<file path="config.mk">
export PLATFORM = sky130hd
export DESIGN_NAME = locker_access_controller
export DESIGN_NICKNAME = d
export VERILOG_FILES = /design/src/rtl/locker_access_controller.sv
export SDC_FILE = /design/constraint.sdc
export NUM_CORES = 1
export LEC_CHECK = 0
export CORE_MARGIN = 2
export CORE_UTILIZATION = 51
export CTS_CLUSTER_DIAMETER = 50
export DETAILED_ROUTE_END_ITERATION = 16
export PLACE_DENSITY = 0.83
export SLEW_MARGIN = 20
export SYNTH_ARGS = -nofsm -noshare
export SYNTH_HDL_FRONTEND = slang
export SYNTH_SLANG_ARGS = --single-unit
</file>
<file path="constraint.sdc">
create_clock -name clock -period 2.7 [get_ports clock]
set_clock_uncertainty 0.1 [all_clocks]
set_input_delay 0.675 -clock clock [delete_from_list [all_inputs] [get_ports clock]]
set_output_delay 0.675 -clock clock [all_outputs]
set_load 0.01 [all_outputs]
</file>
<file path="src/rtl/locker_access_controller.sv">
// locker_access_controller
//   Keypad front-end sequencer for the digital locker. Collects BCD digits over
//   a valid/ready handshake into a DIGITS-digit code, checks it against the user
//   PIN, counts consecutive wrong attempts, enters LOCKOUT after MAX_TRIES
//   failures (released only by MASTER_PIN), and drives the lock actuator for
//   UNLOCK_CYCLES cycles (or until relock) on a correct code.
//
//   Optional feature macro: LOCKER_PIN_CHANGE_EN
//     When defined, a complete code entered while OPEN replaces the user PIN.
//
// Ports
//   clock        in   rising-edge clock
//   reset        in   synchronous active-high reset
//   key_valid    in   key_digit is presented
//   key_digit    in   [3:0] BCD digit
//   key_ready    out  controller accepts a digit this cycle
//   key_enter    in   submit the code (pulse)
//   key_clear    in   discard the partial entry
//   relock       in   door closed, relock immediately
//   unlocked     out  lock actuator drive
//   locked_out   out  high in LOCKOUT
//   status       out  [1:0] 00 idle, 01 warning/locked, 10 master release, 11 open
//   fail_count   out  [1:0] consecutive wrong attempts
//   attempt_err  out  pulse on a wrong code
//   bad_digit    out  pulse on an accepted non-BCD digit
//   pin_changed  out  pulse on a PIN update (feature build only)
module locker_access_controller #(
  parameter int                 DIGITS        = 2,
  parameter int                 MAX_TRIES     = 3,
  parameter int                 UNLOCK_CYCLES = 16,
  parameter logic [4*DIGITS-1:0] DEFAULT_PIN  = 8'h03,
  parameter logic [4*DIGITS-1:0] MASTER_PIN   = 8'h80
) (
  input  logic       clock,
  input  logic       reset,
  input  logic       key_valid,
  input  logic [3:0] key_digit,
  output logic       key_ready,
  input  logic       key_enter,
  input  logic       key_clear,
  input  logic       relock,
  output logic       unlocked,
  output logic       locked_out,
  output logic [1:0] status,
  output logic [1:0] fail_count,
  output logic       attempt_err,
  output logic       bad_digit,
  output logic       pin_changed
);

  localparam int CODE_W = 4 * DIGITS;
  localparam int CW     = $clog2(DIGITS + 1);
  localparam int TW     = (UNLOCK_CYCLES > 1) ? $clog2(UNLOCK_CYCLES) : 1;
  localparam logic [CW-1:0] FULL     = CW'(DIGITS);
  localparam logic [TW-1:0] T_LAST   = TW'(UNLOCK_CYCLES - 1);
  localparam logic [1:0]    F_MAX    = 2'(MAX_TRIES);
  localparam logic [1:0]    F_WARN   = 2'(MAX_TRIES - 1);

  typedef enum logic [2:0] {IDLE, ENTRY, CHECK, OPEN, LOCKOUT} state_t;

  state_t              state, state_d;
  logic [CODE_W-1:0]   code, code_d;
  logic [CW-1:0]       count, count_d;
  logic [1:0]          fail_d;
  logic [TW-1:0]       timer, timer_d;
  logic                full, full_d;     // count==DIGITS captured at key_enter
  logic [1:0]          status_d;
  logic                err_d, bad_d, release_d;
  logic                accept, digit_ok;
  logic [CODE_W-1:0]   pin_reg;

`ifdef LOCKER_PIN_CHANGE_EN
  logic [CODE_W-1:0]   pin_d;
  logic                pchg_d;
`else
  assign pin_reg     = DEFAULT_PIN;
  assign pin_changed = 1'b0;
`endif

  // Ready is a pure decode of the state register.
  always_comb begin
    unique case (state)
      IDLE, ENTRY, LOCKOUT: key_ready = 1'b1;
`ifdef LOCKER_PIN_CHANGE_EN
      OPEN:                 key_ready = 1'b1;
`endif
      default:              key_ready = 1'b0;
    endcase
  end

  assign unlocked   = (state == OPEN);
  assign locked_out = (state == LOCKOUT);

  assign accept   = key_valid & key_ready;
  // Clear and enter both outrank a digit presented in the same cycle.
  assign digit_ok = accept & (key_digit <= 4'd9) & ~key_clear & ~key_enter & (count != FULL);

  always_comb begin
    state_d   = state;
    code_d    = code;
    count_d   = count;
    fail_d    = fail_count;
    timer_d   = timer;
    full_d    = full;
    err_d     = 1'b0;
    bad_d     = accept & (key_digit > 4'd9);
    release_d = 1'b0;
`ifdef LOCKER_PIN_CHANGE_EN
    pin_d     = pin_reg;
    pchg_d    = 1'b0;
`endif

    if (digit_ok) begin
      code_d  = {code[CODE_W-5:0], key_digit};
      count_d = count + CW'(1);
    end

    unique case (state)
      IDLE, ENTRY: begin
        if (key_clear) begin
          code_d  = '0;
          count_d = '0;
          state_d = IDLE;
        end else if (key_enter) begin
          full_d  = (count == FULL);
          state_d = CHECK;
        end else if (digit_ok) begin
          state_d = ENTRY;
        end
      end

      CHECK: begin
        code_d  = '0;
        count_d = '0;
        if (full && code == pin_reg) begin
          state_d = OPEN;
          fail_d  = '0;
          timer_d = '0;
        end else begin
          fail_d  = fail_count + 2'd1;
          err_d   = 1'b1;
          state_d = (fail_count + 2'd1 == F_MAX) ? LOCKOUT : IDLE;
        end
      end

      OPEN: begin
        timer_d = timer + TW'(1);
        if (relock || timer == T_LAST) begin
          state_d = IDLE;
          timer_d = '0;
          code_d  = '0;
          count_d = '0;
        end
`ifdef LOCKER_PIN_CHANGE_EN
        else if (key_clear) begin
          code_d  = '0;
          count_d = '0;
        end else if (key_enter && count == FULL) begin
          pin_d   = code;
          pchg_d  = 1'b1;
          code_d  = '0;
          count_d = '0;
          timer_d = '0;
        end
`endif
      end

      LOCKOUT: begin
        // Master PIN is compared directly; no CHECK cycle and no attempt_err.
        if (key_clear || key_enter) begin
          code_d  = '0;
          count_d = '0;
        end
        if (!key_clear && key_enter && count == FULL && code == MASTER_PIN) begin
          state_d   = IDLE;
          fail_d    = '0;
          release_d = 1'b1;
        end
      end

      default: state_d = IDLE;
    endcase

    if (state_d == OPEN)                                status_d = 2'b11;
    else if (release_d)                                 status_d = 2'b10;
    else if (state_d == LOCKOUT || fail_d == F_WARN)    status_d = 2'b01;
    else                                                status_d = 2'b00;
  end

  always_ff @(posedge clock) begin
    if (reset) begin
      state       <= IDLE;
      code        <= '0;
      count       <= '0;
      fail_count  <= '0;
      timer       <= '0;
      full        <= 1'b0;
      status      <= 2'b00;
      attempt_err <= 1'b0;
      bad_digit   <= 1'b0;
    end else begin
      state       <= state_d;
      code        <= code_d;
      count       <= count_d;
      fail_count  <= fail_d;
      timer       <= timer_d;
      full        <= full_d;
      status      <= status_d;
      attempt_err <= err_d;
      bad_digit   <= bad_d;
    end
  end

`ifdef LOCKER_PIN_CHANGE_EN
  always_ff @(posedge clock) begin
    if (reset) begin
      pin_reg     <= DEFAULT_PIN;
      pin_changed <= 1'b0;
    end else begin
      pin_reg     <= pin_d;
      pin_changed <= pchg_d;
    end
  end
`endif

endmodule

</file>
==> qor.yml, run 1 <==
outcome:
  status: "finished clean"
worst_setup_path:
  startpoint_type: "register"
  cp.required_ns: 1.92
  path_max_fanout: 9
  path_class: "register to output port"
  cp_slowest_cell: "clkdlybuf4s50_1"
  cpMostUsedCell: "nand2b_1"
  critical_path.cell_chain: "nand2b_1 -> nand2b_1 -> inv_1 -> clkdlybuf4s50_1"
  arrival_ns: 1.76
  end_kind: "output port"
  worst_path_largest_cell_delay_ns: 0.53
floorplanning:
  initial_core_util_pct: 53.1
  die-area_um2: 2650
  core.rowCount: 17
  core-area_um2: 2170
  num_io_pins: 20
  fp.dieW_um: 51.5
  die_h_um: 51.5
drt:
  highest_layer: "met4"
  wl_met1_um: 997
  drtIter0Drc: 22
  viasPerCell: 5.79
  num_vias: 1014
  met3WireLength_um: 77
  drt_pass1_iterations: 4
  drtAntennaViolNets: 0
  route.met2.wl_um: 1260
  drc: 0
  routedWlPerCell_um: 13.5
  wirelength_um: 2360
yosys:
  synth_top_cell_area_share_pct: 41.7
  synth.distinct_cells: 39
  syn_inst: 127
  syn-mean-instance-area_um2: 9.06
  synth_edf_count: 0
  yosysMostFrequentCell: "dfxtp_1"
  synth_common_cells: "dfxtp_1, nor2_1, a21oi_1"
  synth_seq_cells: 24
  syn_area_um2: 1150
  synth_async_sr_flop_share_pct: 0
  seq_area_frac_synth_pct: 41.7
  yosys_warnings: 0
  yosys-top-cells-area: "dfxtp_1, mux2i_1, a21oi_1, nor2_1, nand2b_1"
  syn_nets: 140
  yosysTopAreaCell: "dfxtp_1"
  synth_top_flop_cell: "dfxtp_1"
clock_tree:
  clkSinkCount: 24
  cts_root_buf: "clkbuf_4"
  post_cts_buffers: 0
  cts_resized: 0
  cts_made_buffers: 3
  cts_tree: "done"
  insertion_delay_ns: 0.32
  htreeDepth: 1
  holdBufCountCts: 0
  cts.clk_slew.worst_paths_ns: 0.14
  ctsLongestPathBuffers: 2
placed_design:
  dp.cells: 171
  io_buffers: 18
  dp_hpwl_um: 1830
  place_congestion: 0.869
  placed_area_um2: 1360
final_layout:
  final_nets: 161
  seq_area_um2: 480
  multi_input_area_um2: 636
  fin_cells: 175
  syn_to_final_growth_pct: 22.8
  fin_area_um2: 1410
  fillers: 202
  n_antenna_cell: 0
  layout-drive-gt1-share_pct: 9.52
global_routing:
  grt_pass1_wl_um: 4040
  track_usage_pct: 20.0
  grt-ovfl-total: 0
  antenna_found_initial: 0
  grt_max_degree: 15
  grt_pass1_vias: 970
sta:
  rsz0062_at_grt: "false"
  finalSetupViolations: 0
  fin_crit_sh_pct: 93.7
  slew_viol_final: 0
  fmax_mhz: 395
  post-route-min-period_ns: 2.53
  finalHoldViolations: 0
  setup_tns_ns: 0
power_and_ir_drop:
  powerDensity_nw_per_um2: 477
  vdd_drop_max_uv: 498
  p_leak_nw: 0.530
  p_total_mw: 0.674
hold_path:
  hold_path_class: "register to register"
run:
  maxCapViolations: 0
-- worst max-delay path, delay by kind of cell, from the launching register on --
family                 cells  cell delay, ns
buffers and inverters      2            0.62
flip-flops                 1            0.51
AND/OR/NAND/NOR            2            0.30
-- final cells by class --
class / instances / share of cell area (%)
Clock buffer: 3 / 1.59
Sequential cell: 24 / 34.0
Multi-Input combinational cell: 95 / 45.0
Tap cell: 28 / 2.48
Clock inverter: 1 / 2.12
Inverter: 4 / 1.06
Timing Repair Buffer: 20 / 13.8
-- path summary, 6_finish.rpt --
kind,startpoint,endpoint,slack [ns],cells past startpoint
setup / recovery,state[2],locked_out,0.17,4
hold / removal,count[1],count[1],0.37,2
setup reg to reg,code[2],status[0],0.68,4
hold reg to reg,count[1],count[1],0.37,2
-- state kept, by name (all words and copies together), names as in the netlist --
signal and count:
full 1, count 2, fail_count 2, timer 4
state 3, bad_digit 1, status 2, attempt_err 1
code 8
-- metal layers --
metal,vias up,GRT usage (%)
met4,0,11.4
met2,25,36.5
met3,4,3.16
met1,488,21.8
li1,497,-
met5,-,0
-- stage by stage --
stage	utilization, %	setup WS [ns]	hold slack [ns]
3_3_place_gp	62.7	0.252	0.349
6_report	65.2	0.170	0.371
5_1_grt	65.2	0.0746	0.391
3_5_place_dp	62.7	0.216	0.361
2_1_floorplan	-	0.804	0.336
4_1_cts	65.2	0.176	0.379
-- power breakdown --
group | total [mW] | leakage [nW] | switching [mW] | internal, mW
Sequential | 0.361 | 0.194 | 0.00330 | 0.358
Clock | 0.259 | 0.0279 | 0.108 | 0.150
Combinational | 0.0541 | 0.309 | 0.0253 | 0.0287
Total | 0.674 | 0.530 | 0.137 | 0.537
-- layout by cell type (no fill, tap or decap), types with 3 or more instances in the layout --
master | synthesis | routed
nand2b_1 | 7 | 7
clkdlybuf4s50_1 | 0 | 18
dfxtp_1 | 24 | 24
o21ai_0 | 6 | 6
nor2_1 | 12 | 12
clkbuf_4 | 0 | 3
inv_1 | 4 | 4
nand2_1 | 8 | 8
nand3_1 | 3 | 3
nor3_1 | 4 | 4
ha_1 | 3 | 3
mux2i_1 | 8 | 8
a21oi_1 | 10 | 10
-- logic make-up after synthesis --
logic type	Yosys count	synth area share, %
xor+xnor	1	0.761
flops	24	41.7
compound gates	31	17.5
other cells	1	0.326
buf+inv	8	3.04
mux	8	6.96
simple gates	51	26.4
fa+ha+maj	3	3.26
No activity file was read; power rests on OpenSTA's default activity.
==> run 2: changes to the inputs <==
--- a/config.mk
+++ b/config.mk
@@ -9,6 +9,7 @@
 export CORE_UTILIZATION = 51
 export CTS_CLUSTER_DIAMETER = 50
 export DETAILED_ROUTE_END_ITERATION = 16
+export GPL_TIMING_DRIVEN = 0
 export PLACE_DENSITY = 0.83
 export SLEW_MARGIN = 20
 export SYNTH_ARGS = -nofsm -noshare
==> run 2 against run 1 <==
Maximum frequency about the same. Sequential power about the same. Power down 16%. Wire length up 3.2%. Largest cell class unchanged. Flip-flop and latch count unchanged. Global-route usage up 1.2 points. Die area unchanged. Worst hold slack better by 0.011 ns. Final cell count up 0.57%.
==> qor.yml, run 2 (synthesis gave the netlist of run 1 again) <==
global_routing:
  grt_max_degree: 13  # -2
  grt_pass1_vias: 952  # -1.9%
  grt_pass1_wl_um: 4200  # +3.9%
  antenna_found_initial: 0  # unchanged
  track_usage_pct: 21.2  # +1.2 points
  grt-ovfl-total: 0  # unchanged
worst_setup_path:
  arrival_ns: 1.75  # about the same
  worstRegToRegCells: 4  # unchanged
  end_kind: "output port"
  critPathLaunch: "state[2]"
  path_max_fanout: 9  # unchanged
  startpoint_type: "register"
  reg2reg_from: "code[2]"
  cp.required_ns: 1.92  # about the same
  path_class: "register to output port"
clock_tree:
  ctsLongestPathBuffers: 2  # unchanged
  insertion_delay_ns: 0.30  # -0.02 ns
  clkSinkCount: 24  # unchanged
  htreeDepth: 1  # unchanged
  cts.clk_slew.worst_paths_ns: 0.12  # -0.02 ns
  cts_resized: 0  # unchanged
  post_cts_buffers: 0  # unchanged
  cts_made_buffers: 3  # unchanged
  cts_tree: "done"
  cts_root_buf: "clkbuf_4"
  holdBufCountCts: 0  # unchanged
power_and_ir_drop:
  clockPowerShare_pct: 26.2  # -12 points
  comb_power_share_pct: 9.9  # +1.9 points
  vdd_drop_max_uv: 412  # -17%
  intPower_mw: 0.439  # -18%
  p_leak_nw: 0.518  # -2.3%
  p_sw_mw: 0.126  # -8.4%
  powerDensity_nw_per_um2: 407  # -15%
  swShare_pct: 22.2  # +1.9 points
  seqPwrFrac_pct: 63.9  # +10 points
floorplanning:
  initial_core_util_pct: 53.1  # unchanged
  die_h_um: 51.5  # unchanged
  core-area_um2: 2170  # unchanged
  fp.dieW_um: 51.5  # unchanged
  core.rowCount: 17  # unchanged
  die-area_um2: 2650  # unchanged
  num_io_pins: 20  # unchanged
drt:
  drtIter0Drc: 10  # -55%
  viasPerCell: 5.58  # -3.7%
  routedWlPerCell_um: 13.8  # +2.6%
  drc: 0  # unchanged
  drtAntennaViolNets: 0  # unchanged
  wirelength_um: 2430  # +3.2%
  drt_pass1_iterations: 4  # unchanged
  num_vias: 982  # -3.2%
placed_design:
  pre_cts_slack_ns: 0.166  # -0.0493 ns
  place_congestion: 0.911  # +4.8%
  dp_hpwl_um: 1910  # +4.5%
  io_buffers: 18  # unchanged
sta:
  fmax_mhz: 396  # about the same
  slew_viol_final: 0  # unchanged
  rsz0062_at_grt: "false"
  finalHoldViolations: 0  # unchanged
  max_slew_margin_pct: 66.2
  setup_tns_ns: 0  # unchanged
  finalSetupViolations: 0  # unchanged
  tightest_slew_ns: 0.507
  setup_slack_ns: 0.172  # +0.00245 ns
  fin_crit_sh_pct: 93.6  # about the same
  post-route-min-period_ns: 2.53  # -0.00245 ns
hold_path:
  min_delay_path_depth: 2  # unchanged
  hold_path_class: "register to register"
  min_from: "full"
final_layout:
  seq_area_um2: 480  # unchanged
  final_nets: 163  # +1.2%
  n_antenna_cell: 0  # unchanged
  layout-drive-gt1-share_pct: 8.78  # -0.74 points
  multi_input_area_um2: 636  # unchanged
  syn_to_final_growth_pct: 20.7
  top_register: "code"
  largest_reg_flops: 8  # unchanged
  layout_common_cells: "dfxtp_1, clkdlybuf4s50_1, nor2_1"
  reg_top3: "code x8, timer x4, state x3"
  fillers: 197  # -2.5%
  final_common_cell: "dfxtp_1"
run:
  maxCapViolations: 0  # unchanged
outcome:
  status: "finished clean"
==> run 2: cell types whose count changed in the layout (fill, tap and decap cells not counted), sizes merged <==
cell	previous run	this run
clkbuf	3	5
bufinv	1	0
==> run 2: per-layer routing <==
| layer | vias to the layer above | track usage [%] | wire length [um] |
|---|---|---|---|
| li1 | 501 | - | - |
| met1 | 461 | 22.9 | 1010 |
| met2 | 18 | 40.2 | 1330 |
| met3 | 2 | 6.03 | 81 |
| met4 | 0 | 5.26 | 19 |
| met5 | - | 0 | 0 |
==> run 2: per-stage QoR <==
step | area (um2) | hold WS [ns] | instances | total power [mW] | utilization, %
floorplan | 1150 | 0.336 | 127 | 0.396 | -
global route | 1390 | 0.410 | 176 | 0.591 | 64.0
CTS | 1390 | 0.378 | 176 | 0.574 | 64.0
detailed placement | 1370 | 0.356 | 173 | 0.425 | 63.0
global placement | 1370 | 0.351 | 173 | 0.422 | 63.0
finish | 1390 | 0.382 | 176 | 0.565 | 64.0
==> run 2: cell type report <==
type,count,area share (%)
Inverter,4,1.08
Clock buffer,3,1.62
Sequential cell,24,34.6
Timing Repair Buffer,18,13.0
Tap cell,28,2.52
Multi-Input combinational cell,95,45.8
Buffer,4,1.44
==> run 2: power by group through the flow <==
stage	Combinational (mW)	Sequential [mW]	Clock (mW)
final	0.0556	0.361	0.148
after global routing	0.0611	0.362	0.168
after CTS	0.0558	0.361	0.157
after detailed placement	0.0556	0.369	0
after global placement	0.0537	0.369	0
after floorplan	0.0269	0.369	0
==> run 2: worst paths after layout <==
check                             endpoint  slack (ns)
worst max register to register   status[0]        0.64
worst min register to register        full        0.38
worst min-delay path                  full        0.38
worst max-delay path            locked_out        0.17
==> run 2: critical path: stages (launching register included) <==
cell,delay [ns]
dfxtp_1,0.51
nand2b_1,0.11
nand2b_1,0.20
inv_1,0.09
clkdlybuf4s50_1,0.53
